File: src/rtl/combat_arbiter_pkg.sv
// rtl/combat_arbiter_pkg.sv - shared types, widths and screen constants for the combat arbiter
package combat_pkg;

  typedef enum logic [1:0] {IDLE, STRIKE, KNOCK, KO_ST} arb_state_t;
  typedef enum logic [1:0] {WIN_NONE = 2'd0, WIN_P1 = 2'd1, WIN_P2 = 2'd2} winner_t;

  localparam int X_W   = 10;
  localparam int GAP_W = 12;
  localparam int HP_W  = 4;

  // Screen bounds shared with the per-player knockback controllers
  localparam int SCREEN_MIN_X = 0;
  localparam int SCREEN_MAX_X = 639;

  function automatic logic [HP_W-1:0] sat_sub(input logic [HP_W-1:0] a, input logic [HP_W-1:0] b);
    return (a > b) ? a - b : '0;
  endfunction

endpackage

File: src/rtl/combat_arbiter_if.sv
// rtl/combat_arbiter_if.sv - player inputs and referee outputs of the combat arbiter
interface combat_arbiter_if;

  logic                         P1_Punch;
  logic                         P2_Punch;
  logic [combat_pkg::X_W-1:0]   P1_Xpos;
  logic [combat_pkg::X_W-1:0]   P2_Xpos;
  logic                         Knock_P1;
  logic                         Knock_P2;
  logic [combat_pkg::HP_W-1:0]  P1_Health;
  logic [combat_pkg::HP_W-1:0]  P2_Health;
  logic                         Busy;
  logic                         KO;
  logic [1:0]                   Winner;

  modport master (
    output P1_Punch, P2_Punch, P1_Xpos, P2_Xpos,
    input  Knock_P1, Knock_P2, P1_Health, P2_Health, Busy, KO, Winner
  );

  modport slave (
    input  P1_Punch, P2_Punch, P1_Xpos, P2_Xpos,
    output Knock_P1, Knock_P2, P1_Health, P2_Health, Busy, KO, Winner
  );

endinterface

File: src/rtl/combat_arbiter_punch_gate.sv
// rtl/combat_arbiter_punch_gate.sv - punch press detector with per-player cooldown lockout
module punch_gate #(
  parameter int COOLDOWN = 12
) (
  input  logic clk,
  input  logic Reset,
  input  logic Punch,
  input  logic load,
  input  logic freeze,
  output logic valid
);

  localparam int CW = $clog2(COOLDOWN + 2);

  logic          prev;
  logic [CW-1:0] cooldown;

  // prev resets high so a button held through reset does not count as a press
  always_ff @(posedge clk or posedge Reset) begin
    if (Reset) begin
      prev     <= 1'b1;
      cooldown <= '0;
    end else begin
      prev <= Punch;
      if (load)
        cooldown <= CW'(COOLDOWN);
      else if (!freeze && cooldown != '0)
        cooldown <= cooldown - 1'b1;
    end
  end

  assign valid = Punch & ~prev & (cooldown == '0);

endmodule

File: src/rtl/combat_arbiter.sv
// rtl/combat_arbiter.sv - referee granting one hit per exchange, driving knock pulses, health and KO
module combat_arbiter
  import combat_pkg::*;
#(
  parameter int SPRITE_W     = 125,
  parameter int REACH        = 20,
  parameter int KNOCK_FRAMES = 7,
  parameter int COOLDOWN     = 12,
  parameter int HP_INIT      = 10,
  parameter int DAMAGE       = 1
) (
  input logic              clk,
  input logic              Reset,
  combat_arbiter_if.slave  bus
);

  localparam int KW = $clog2(KNOCK_FRAMES + 1);
  localparam logic signed [GAP_W-1:0] SPRITE_S = GAP_W'(SPRITE_W);
  localparam logic signed [GAP_W-1:0] REACH_S  = GAP_W'(REACH);

  arb_state_t        state;
  winner_t           winner;
  logic [KW-1:0]     knock_cnt;
  logic              prio_p2;
  logic              att_p2;
  logic              knock_p1;
  logic              knock_p2;
  logic              busy;
  logic              ko;
  logic [HP_W-1:0]   hp1;
  logic [HP_W-1:0]   hp2;

  logic              valid1;
  logic              valid2;
  logic              idle;
  logic              frozen;
  logic              in_range;
  logic              go1;
  logic              go2;
  logic              pick_p2;
  logic signed [GAP_W-1:0] x1;
  logic signed [GAP_W-1:0] x2;
  logic signed [GAP_W-1:0] gap;

  assign idle   = (state == IDLE);
  assign frozen = (state == KO_ST);

  punch_gate #(.COOLDOWN(COOLDOWN)) u_gate_p1 (
    .clk(clk), .Reset(Reset), .Punch(bus.P1_Punch),
    .load(idle & valid1), .freeze(frozen), .valid(valid1)
  );

  punch_gate #(.COOLDOWN(COOLDOWN)) u_gate_p2 (
    .clk(clk), .Reset(Reset), .Punch(bus.P2_Punch),
    .load(idle & valid2), .freeze(frozen), .valid(valid2)
  );

  // Overlapping sprites give a negative gap, which is always in reach
  assign x1       = {{(GAP_W-X_W){1'b0}}, bus.P1_Xpos};
  assign x2       = {{(GAP_W-X_W){1'b0}}, bus.P2_Xpos};
  assign gap      = x2 - x1 - SPRITE_S;
  assign in_range = (gap <= REACH_S);

  assign go1     = valid1 & in_range;
  assign go2     = valid2 & in_range;
  assign pick_p2 = go2 & (~go1 | prio_p2);

  always_ff @(posedge clk or posedge Reset) begin
    if (Reset) begin
      state     <= IDLE;
      winner    <= WIN_NONE;
      knock_cnt <= '0;
      prio_p2   <= 1'b0;
      att_p2    <= 1'b0;
      knock_p1  <= 1'b0;
      knock_p2  <= 1'b0;
      busy      <= 1'b0;
      ko        <= 1'b0;
      hp1       <= HP_W'(HP_INIT);
      hp2       <= HP_W'(HP_INIT);
    end else begin
      knock_p1 <= 1'b0;
      knock_p2 <= 1'b0;
      case (state)
        IDLE: begin
          if (go1 | go2) begin
            state  <= STRIKE;
            busy   <= 1'b1;
            att_p2 <= pick_p2;
            if (pick_p2) begin
              knock_p1 <= 1'b1;
              hp1      <= sat_sub(hp1, HP_W'(DAMAGE));
            end else begin
              knock_p2 <= 1'b1;
              hp2      <= sat_sub(hp2, HP_W'(DAMAGE));
            end
            if (go1 & go2)
              prio_p2 <= ~prio_p2;
          end
        end
        STRIKE: begin
          // Victim health was already reduced on entry to STRIKE
          if ((att_p2 ? hp1 : hp2) == '0) begin
            state  <= KO_ST;
            busy   <= 1'b0;
            ko     <= 1'b1;
            winner <= att_p2 ? WIN_P2 : WIN_P1;
          end else begin
            state     <= KNOCK;
            knock_cnt <= KW'(KNOCK_FRAMES - 1);
          end
        end
        KNOCK: begin
          if (knock_cnt == '0) begin
            state <= IDLE;
            busy  <= 1'b0;
          end else begin
            knock_cnt <= knock_cnt - 1'b1;
          end
        end
        KO_ST: ;
        default: state <= IDLE;
      endcase
    end
  end

  assign bus.Knock_P1  = knock_p1;
  assign bus.Knock_P2  = knock_p2;
  assign bus.P1_Health = hp1;
  assign bus.P2_Health = hp2;
  assign bus.Busy      = busy;
  assign bus.KO        = ko;
  assign bus.Winner    = winner;

endmodule

File: src/flat_wrapper.sv
// flat-port wrapper written by rule: the top's interface ports become plain ports
module combat_arbiter_flat import combat_pkg::*;
#(
  parameter int SPRITE_W     = 125,
  parameter int REACH        = 20,
  parameter int KNOCK_FRAMES = 7,
  parameter int COOLDOWN     = 12,
  parameter int HP_INIT      = 10,
  parameter int DAMAGE       = 1
)
  (clk, Reset, bus_P1_Punch, bus_P2_Punch, bus_P1_Xpos, bus_P2_Xpos, bus_Knock_P1, bus_Knock_P2, bus_P1_Health, bus_P2_Health, bus_Busy, bus_KO, bus_Winner);
  combat_arbiter_if bus_i ();
  input logic clk;
  input logic Reset;
  input wire logic [$bits(bus_i.P1_Punch)-1:0] bus_P1_Punch;
  input wire logic [$bits(bus_i.P2_Punch)-1:0] bus_P2_Punch;
  input wire logic [$bits(bus_i.P1_Xpos)-1:0] bus_P1_Xpos;
  input wire logic [$bits(bus_i.P2_Xpos)-1:0] bus_P2_Xpos;
  output wire logic [$bits(bus_i.Knock_P1)-1:0] bus_Knock_P1;
  output wire logic [$bits(bus_i.Knock_P2)-1:0] bus_Knock_P2;
  output wire logic [$bits(bus_i.P1_Health)-1:0] bus_P1_Health;
  output wire logic [$bits(bus_i.P2_Health)-1:0] bus_P2_Health;
  output wire logic [$bits(bus_i.Busy)-1:0] bus_Busy;
  output wire logic [$bits(bus_i.KO)-1:0] bus_KO;
  output wire logic [$bits(bus_i.Winner)-1:0] bus_Winner;
  assign bus_i.P1_Punch = bus_P1_Punch;
  assign bus_i.P2_Punch = bus_P2_Punch;
  assign bus_i.P1_Xpos = bus_P1_Xpos;
  assign bus_i.P2_Xpos = bus_P2_Xpos;
  assign bus_Knock_P1 = bus_i.Knock_P1;
  assign bus_Knock_P2 = bus_i.Knock_P2;
  assign bus_P1_Health = bus_i.P1_Health;
  assign bus_P2_Health = bus_i.P2_Health;
  assign bus_Busy = bus_i.Busy;
  assign bus_KO = bus_i.KO;
  assign bus_Winner = bus_i.Winner;
  combat_arbiter #(.SPRITE_W(SPRITE_W), .REACH(REACH), .KNOCK_FRAMES(KNOCK_FRAMES), .COOLDOWN(COOLDOWN), .HP_INIT(HP_INIT), .DAMAGE(DAMAGE)) u_core (.clk(clk), .Reset(Reset), .bus(bus_i));
endmodule
File: config.mk
export PLATFORM = sky130hd
export DESIGN_NAME = combat_arbiter_flat
export DESIGN_NICKNAME = d
export VERILOG_FILES = /design/src/rtl/combat_arbiter_pkg.sv /design/src/rtl/combat_arbiter_if.sv /design/src/rtl/combat_arbiter_punch_gate.sv /design/src/rtl/combat_arbiter.sv /design/src/flat_wrapper.sv
export SDC_FILE = /design/constraint.sdc
export NUM_CORES = 1
export LEC_CHECK = 0
export ABC_AREA = 1
export ABC_CLOCK_PERIOD_IN_PS = 3500
export CAP_MARGIN = 10
export CORE_UTILIZATION = 58
export DETAILED_ROUTE_END_ITERATION = 8
export GPL_TIMING_DRIVEN = 1
export PLACE_DENSITY_LB_ADDON = 0.05
export RECOVER_POWER = 100
export SETUP_SLACK_MARGIN = 0.05
export SYNTH_ARGS = -nofsm -noshare
export SYNTH_HDL_FRONTEND = slang
export SYNTH_SLANG_ARGS = --single-unit
File: constraint.sdc
create_clock -name clk -period 3.5 [get_ports clk]
set_clock_uncertainty 0.2 [all_clocks]
set_input_delay 1.05 -clock clk [delete_from_list [all_inputs] [get_ports clk]]
set_output_delay 1.05 -clock clk [all_outputs]
set_load 0.03 [all_outputs]
## Yosys cells after proc, flatten, opt, wreduce, memory -nomap -nowiden

Index checks and enable logic that the tools add are counted.

| cells by class | value |
|---|---|
| order comparisons | 3 |
| equal/unequal tests | 8 |
| reduce and logical (&&, ||, !) cells | 22 |
| multiplexer cells | 25 |
| bitwise logic cells | 17 |
| add/subtract/negate cells | 7 |

Operators by type and width:

| cell | count |
|---|---|
| 4-bit two-way mux | 7 |
| 4-bit by 1-bit subtractor with 4-bit output (second input constant) | 4 |
| 3-bit AND reduction | 5 |
| 12-bit by 6-bit less-or-equal comparator with 1-bit output (second input constant) | 1 |
| 4-bit zero test | 3 |
| 12-bit by 8-bit subtractor with 12-bit output (second input constant) | 1 |
| 10-bit by 10-bit subtractor with 11-bit output | 1 |
| 1-bit AND | 10 |
| 1-bit two-way mux | 10 |
| 4-bit by 1-bit greater-than comparator with 1-bit output (second input constant) | 2 |
| 4-bit nonzero test | 2 |
| 2-bit two-way mux | 3 |
| 3-bit two-way mux | 2 |
| 2-bit inequality test (second input constant) | 3 |
| 2-bit case mux with 3 select lines | 1 |
| 3-bit case mux with 2 select lines | 1 |
| 2-bit nonzero test | 3 |
| 1-bit inverter | 5 |
| 2-bit equality test (second input constant) | 2 |
| 2-bit by 1-bit inequality test with 1-bit output (second input constant) | 2 |
| 2-bit AND reduction | 2 |
| 4-bit AND reduction | 1 |
| 3-bit zero test | 1 |
| 1-bit case mux with 3 select lines | 1 |
| other kinds (7) | 9 |

| word-level totals | value |
|---|---|
| output and inout bits | 14 |
| register bits | 31 |
| word-level logic and storage cells | 97 |
| input port bits | 24 |

## Logic depth before layout (Yosys ltp)

Gate-level depths: netlist of run 1.

| depth | value |
|---|---|
| word-level depth | 10 |
| mapped depth | 19 |
| gate-level depth less buffers | 19 |

## Modules after synthesis

Synthesis of run 1 repeated with hierarchy kept, for this count alone.

| unflattened totals | value |
|---|---|
| cells, all modules | 352 |
| area total of the unflattened synthesis | 2442.3 µm² |

By module, submodules not included:

| module | seq. area each (µm²) | cells an instance | times used | area an instance (µm²) |
|---|---|---|---|---|
| combat_arbiter | 530.5 | 278 | 1 | 1876.8 |
| punch_gate | 126.4 | 37 | 2 | 282.8 |

## Worst setup path before layout of run 1

Ideal clock, no wire load.

| timing path | value |
|---|---|
| path kind | input port to flip-flop |
| from | input port bus_P2_Xpos[0] |
| to | register u_core.hp2[0] (netlist: u_core.bus.P2_Health[0]) |
| data required time | 3.182 ns |
| buffers on the path | 0 |
| slack | 0.510 ns |
| library setup time | 0.118 ns |
| data arrival time | 2.672 ns |
| cell stages on the path | 17 |
| cells stage by stage | inv_1 ha_1 fa_1 inv_1 nand3_1 nand2_1 nand2_1 nand3_1 nand2_1 nor2_1 nand2_2 nand2_4 nand2_4 nor2_8 nand2_4 nand2_1 nand2_1 |

| between the ends | value |
|---|---|
| longest elaborated chain between the ends | 9 |
| elaborated cells between the ends (all ways) | 11 |
| those cells by class | 2 x add/sub; 1 x order compare; 7 x bitwise; 1 x reduce/logical |

Ends and longest elaborated chain:

| element | line | text |
|---|---|---|
| from (decl) | flat_wrapper.sv:18 | `input wire logic [$bits(bus_i.P2_Xpos)-1:0] bus_P2_Xpos;` |
| 10-bit by 10-bit subtractor with 11-bit output * | combat_arbiter.sv:61 | `assign gap = x2 - x1 - SPRITE_S;` |
| 12-bit by 8-bit subtractor with 12-bit output * | combat_arbiter.sv:61 |  |
| 12-bit by 6-bit less-or-equal comparator with 1-bit output * | combat_arbiter.sv:62 | `assign in_range = (gap <= REACH_S);` |
| 1-bit AND | combat_arbiter.sv:64 | `assign go1 = valid1 & in_range;` |
| 1-bit inverter | combat_arbiter.sv:66 | `assign pick_p2 = go2 & (~go1 \| prio_p2);` |
| 1-bit bitwise OR | combat_arbiter.sv:66 |  |
| 1-bit AND | combat_arbiter.sv:66 |  |
| 1-bit inverter (no line) | -- |  |
| 3-bit AND reduction (no line) * | -- |  |
| to (signal assigned) | combat_arbiter.sv:80 | `hp2 <= HP_W'(HP_INIT);` |
| to (signal assigned) | combat_arbiter.sv:95 | `hp2 <= sat_sub(hp2, HP_W'(DAMAGE));` |
| to (decl) | combat_arbiter.sv:31 | `logic [HP_W-1:0] hp2;` |

Every way passes the cells marked *; elsewhere a longest branch is shown, timed or not.
A chain may end at the register's enable or synchronous reset.

## Final worst setup path of run 1

| timing path | value |
|---|---|
| from | input port bus_P2_Xpos[0] |
| to | register u_core.hp2[2] (netlist: u_core.bus.P2_Health[2]) |

Same word-level chain as after synthesis.

==> reports/qor.csv, run 1 <==
metric,value,unit
nets@finish,402,
core area,3716,um2
vias,2067,
RSZ-0062 raised after global routing,false,
worst-path maximum fanout,6,
post-route clock period utilization,93.60,%
clock root buffer,clkbuf_8,
status,"finished, violations left",
f_max,305.3,MHz
1st-iter DRT viols,134,
crit start category,primary input,
Starting Density,61.78,%
clk slew on worst S/H paths,0.07,ns
Clock Latency Late Sink,0.29,ns
Vias/cell,5.155,
DIE AREA,4214,um2
CTS sink cnt,31,
critical path type,in -> reg,
sequential fraction of the synthesis area,34.11,%
fin. max-slew vios,32,
Layout area overhead,23.81,%
Die Span Y,64.92,um
GRT Util Overall,24.65,%
final WL,4581,um
1st-pass router iterations,4,
largest net degree at the start of global routing,32,
DRC Markers,0,
ant diodes,0,
cells after synthesis,306,
Max-Cap Viols,1,
syn_area_per_cell,7.503,um2
row cnt,22,
failing checks,"capacitance limit, slew limit",
P per Cell Area,652.9,nW/um2
Post-Syn Area,2296,um2
final number of hold-violating endpoints,0,
antenna violations before repair,0,
ys flop type,dfrtp_1,
Final setup viols,0,
Final HPWL DP,3618,um
htree depth,2,
Antenna Violating Nets Remaining,0,
TritonCTS clock tree,yes,
post-synthesis net count,356,
DR WL/cell,11.42,um
peak supply drop,0.0004118,V
Worst Tran Pin Value,1.611,ns
ys async rst share,100.0,%
Slew HR,-7.380,%
worst hold path class,reg -> reg,
Leak Pwr,1.518,nW
minimum clock period,3.276,ns
worst endpoint required time,3.48,ns
Post-synth EDFFs,0,
fill count,283,
Ys Warns,0,
final core utilization,76.50,%
synth unique cells,30,
Worst Setup End Kind,flip-flop,
first-pass GRT wire length,7955,um
layout cells sized above 1,9.348,%
Placer Congestion,0.8448,
TritonCTS Buffers,5,
PnR worst setup slack,0.2240,ns
GRT Residual Overflow,0,
Worst EP arrival,3.26,ns
dpl ws,-0.1326,ns
DIE WIDTH,64.92,um
post-synthesis sequential element count,31,
total power,1.856,mW
Port-buffer cells,37,
clk buf depth,2,
vias in the first global route,1955,
IO Count,38,
## cell type report
class                           count  area [um2]  area share, %
Clock buffer                        7       96.34          3.389
Clock inverter                      1       7.507         0.2641
Inverter                           62       232.7          8.187
Multi-Input combinational cell    213        1281          45.07
Sequential cell                    31       783.3          27.55
Tap cell                           48       60.06          2.113
Timing Repair Buffer               39       381.6          13.42
## cells in the final DEF (no fill, tap or decap), types with 2 or more instances in the layout
cell type,count
nand2_4,4
clkdlybuf4s50_1,20
inv_1,61
ha_1,25
xnor2_1,5
o21a_1,2
nand3_1,26
nor2_1,21
nor3_1,5
o31ai_1,3
a21oi_1,7
nand4_1,6
o21ai_1,2
dlygate4sd3_1,17
a21oi_2,2
nand2_1,74
clkbuf_8,7
dfrtp_1,25
dfstp_2,5
o21ai_0,12
o22ai_1,2
nand2_2,5
nor2_2,2
## state kept, by name, summed over array words and instances, names as in the netlist
name,cells
u_core.bus.P1_Health,4
u_core.bus.P2_Health,4
u_core.u_gate_p1.cooldown,4
u_core.u_gate_p2.cooldown,4
u_core.knock_cnt,3
u_core.bus.Winner,2
u_core.state,2
u_core.att_p2,1
u_core.bus.Busy,1
u_core.bus.KO,1
u_core.bus.Knock_P1,1
u_core.bus.Knock_P2,1
u_core.prio_p2,1
u_core.u_gate_p1.prev,1
u_core.u_gate_p2.prev,1
## report_power, final
| group | switching, mW | leakage (nW) | total (mW) | internal (mW) |
|---|---|---|---|---|
| clock network | 0.145 | 0.0505 | 0.324 | 0.179 |
| logic | 0.585 | 1.10 | 0.950 | 0.365 |
| registers | 0.0834 | 0.368 | 0.582 | 0.499 |
| total | 0.813 | 1.52 | 1.86 | 1.04 |
## metal layers
layer  up-vias  wire length, um  global-route usage, %
met3        11              213                  5.986
met5         -                0                      0
met2        52             2134                  42.19
li1       1061                -                      -
met1       943             2141                  29.45
met4         0               93                  9.722
## worst max-delay path, cell delays in order
cell             delay (ns)
clkdlybuf4s50_1        0.45
inv_1                  0.04
ha_1                   0.22
fa_2                   0.34
inv_1                  0.08
nand2_1                0.07
nand2_1                0.07
nand3_1                0.10
nand2_1                0.08
nand2_1                0.04
nand2_1                0.05
nand3_1                0.07
nand2_1                0.07
nand2_2                0.06
nand2_4                0.08
nand2_4                0.08
nor2_8                 0.12
nand2_4                0.07
nand2_1                0.06
nand2_1                0.05
## Yosys cell counts, types with 2 or more instances
master / instances / share of area [%]
nand2_1: 74 / 12
inv_1: 61 / 10
nand3_1: 26 / 5.7
dfrtp_1: 25 / 27
ha_1: 25 / 14
nor2_1: 21 / 3.4
o21ai_0: 12 / 2.6
a21oi_1: 7 / 1.5
dfstp_2: 6 / 6.9
nand4_1: 6 / 1.6
nand2_2: 5 / 1.4
xnor2_1: 5 / 1.9
nand2_4: 4 / 2.0
nor3_1: 4 / 0.87
o31ai_1: 3 / 0.98
a21boi_0: 2 / 0.65
a21oi_2: 2 / 0.76
nor2_2: 2 / 0.54
o21a_1: 2 / 0.65
o21ai_1: 2 / 0.44
o21bai_1: 2 / 0.65
o22ai_1: 2 / 0.54
## timing repair
item | 4_1_cts | 5_1_grt
endpoints found under the setup margin | 0 | 14
gates resized for setup | 0 | 4
hold buffers | 0 | 0
buffers inserted | 0 | 0
## logic make-up after synthesis
family | count (synthesis) | share of synthesized area (%)
flip-flops | 31 | 34.11
AO/OA/AOI/OAI | 35 | 9.536
AND/OR/NAND/NOR | 146 | 29.43
buffers and inverters | 62 | 10.14
adder cells (fa/ha/maj) | 26 | 14.50
XOR/XNOR | 6 | 2.289
## per-stage QoR
stage / setup TNS, ns / instances / instance area (um2) / hold slack, ns
after global placement: -0.3024 / 393 / 2741 / 0.2518
final: 0 / 401 / 2843 / 0.2753
after global routing: 0 / 401 / 2843 / 0.2853
after CTS: 0 / 401 / 2845 / 0.2863
after detailed placement: -1.259 / 393 / 2741 / 0.2666
after floorplan: 0 / 306 / 2296 / 0.2583
## worst paths after layout
| check | startpoint | endpoint | slack [ns] | cells past startpoint |
|---|---|---|---|---|
| setup / recovery | bus_P2_Xpos[0] | u_core.bus.P2_Health[2]$_DFFE_PP0P_ | 0.22 | 20 |
| max in group asynchronous | Reset | u_core.bus.P2_Health[2]$_DFFE_PP0P_ | 0.61 | 3 |
| hold / removal | u_core.bus.Busy$_DFFE_PP0P_ | u_core.bus.Busy$_DFFE_PP0P_ | 0.28 | 2 |
| setup reg to reg | u_core.u_gate_p1.cooldown[0]$_DFFE_PP0P_ | u_core.att_p2$_DFFE_PP0P_ | 1.36 | 9 |
| hold reg to reg | u_core.bus.Busy$_DFFE_PP0P_ | u_core.bus.Busy$_DFFE_PP0P_ | 0.28 | 2 |
| min in group asynchronous | Reset | u_core.u_gate_p1.cooldown[2]$_DFFE_PP0P_ | 1.56 | 3 |
(Power assumes the default switching activity.)
==> run 2: changes to the inputs <==
--- a/config.mk
+++ b/config.mk
@@ -17,3 +17,4 @@
 export SYNTH_ARGS = -nofsm -noshare
 export SYNTH_HDL_FRONTEND = slang
 export SYNTH_SLANG_ARGS = --single-unit
+export TNS_END_PERCENT = 50
==> results of run 2 <==
Same layout as run 1: the final DEF is identical, and so are final timing and power.
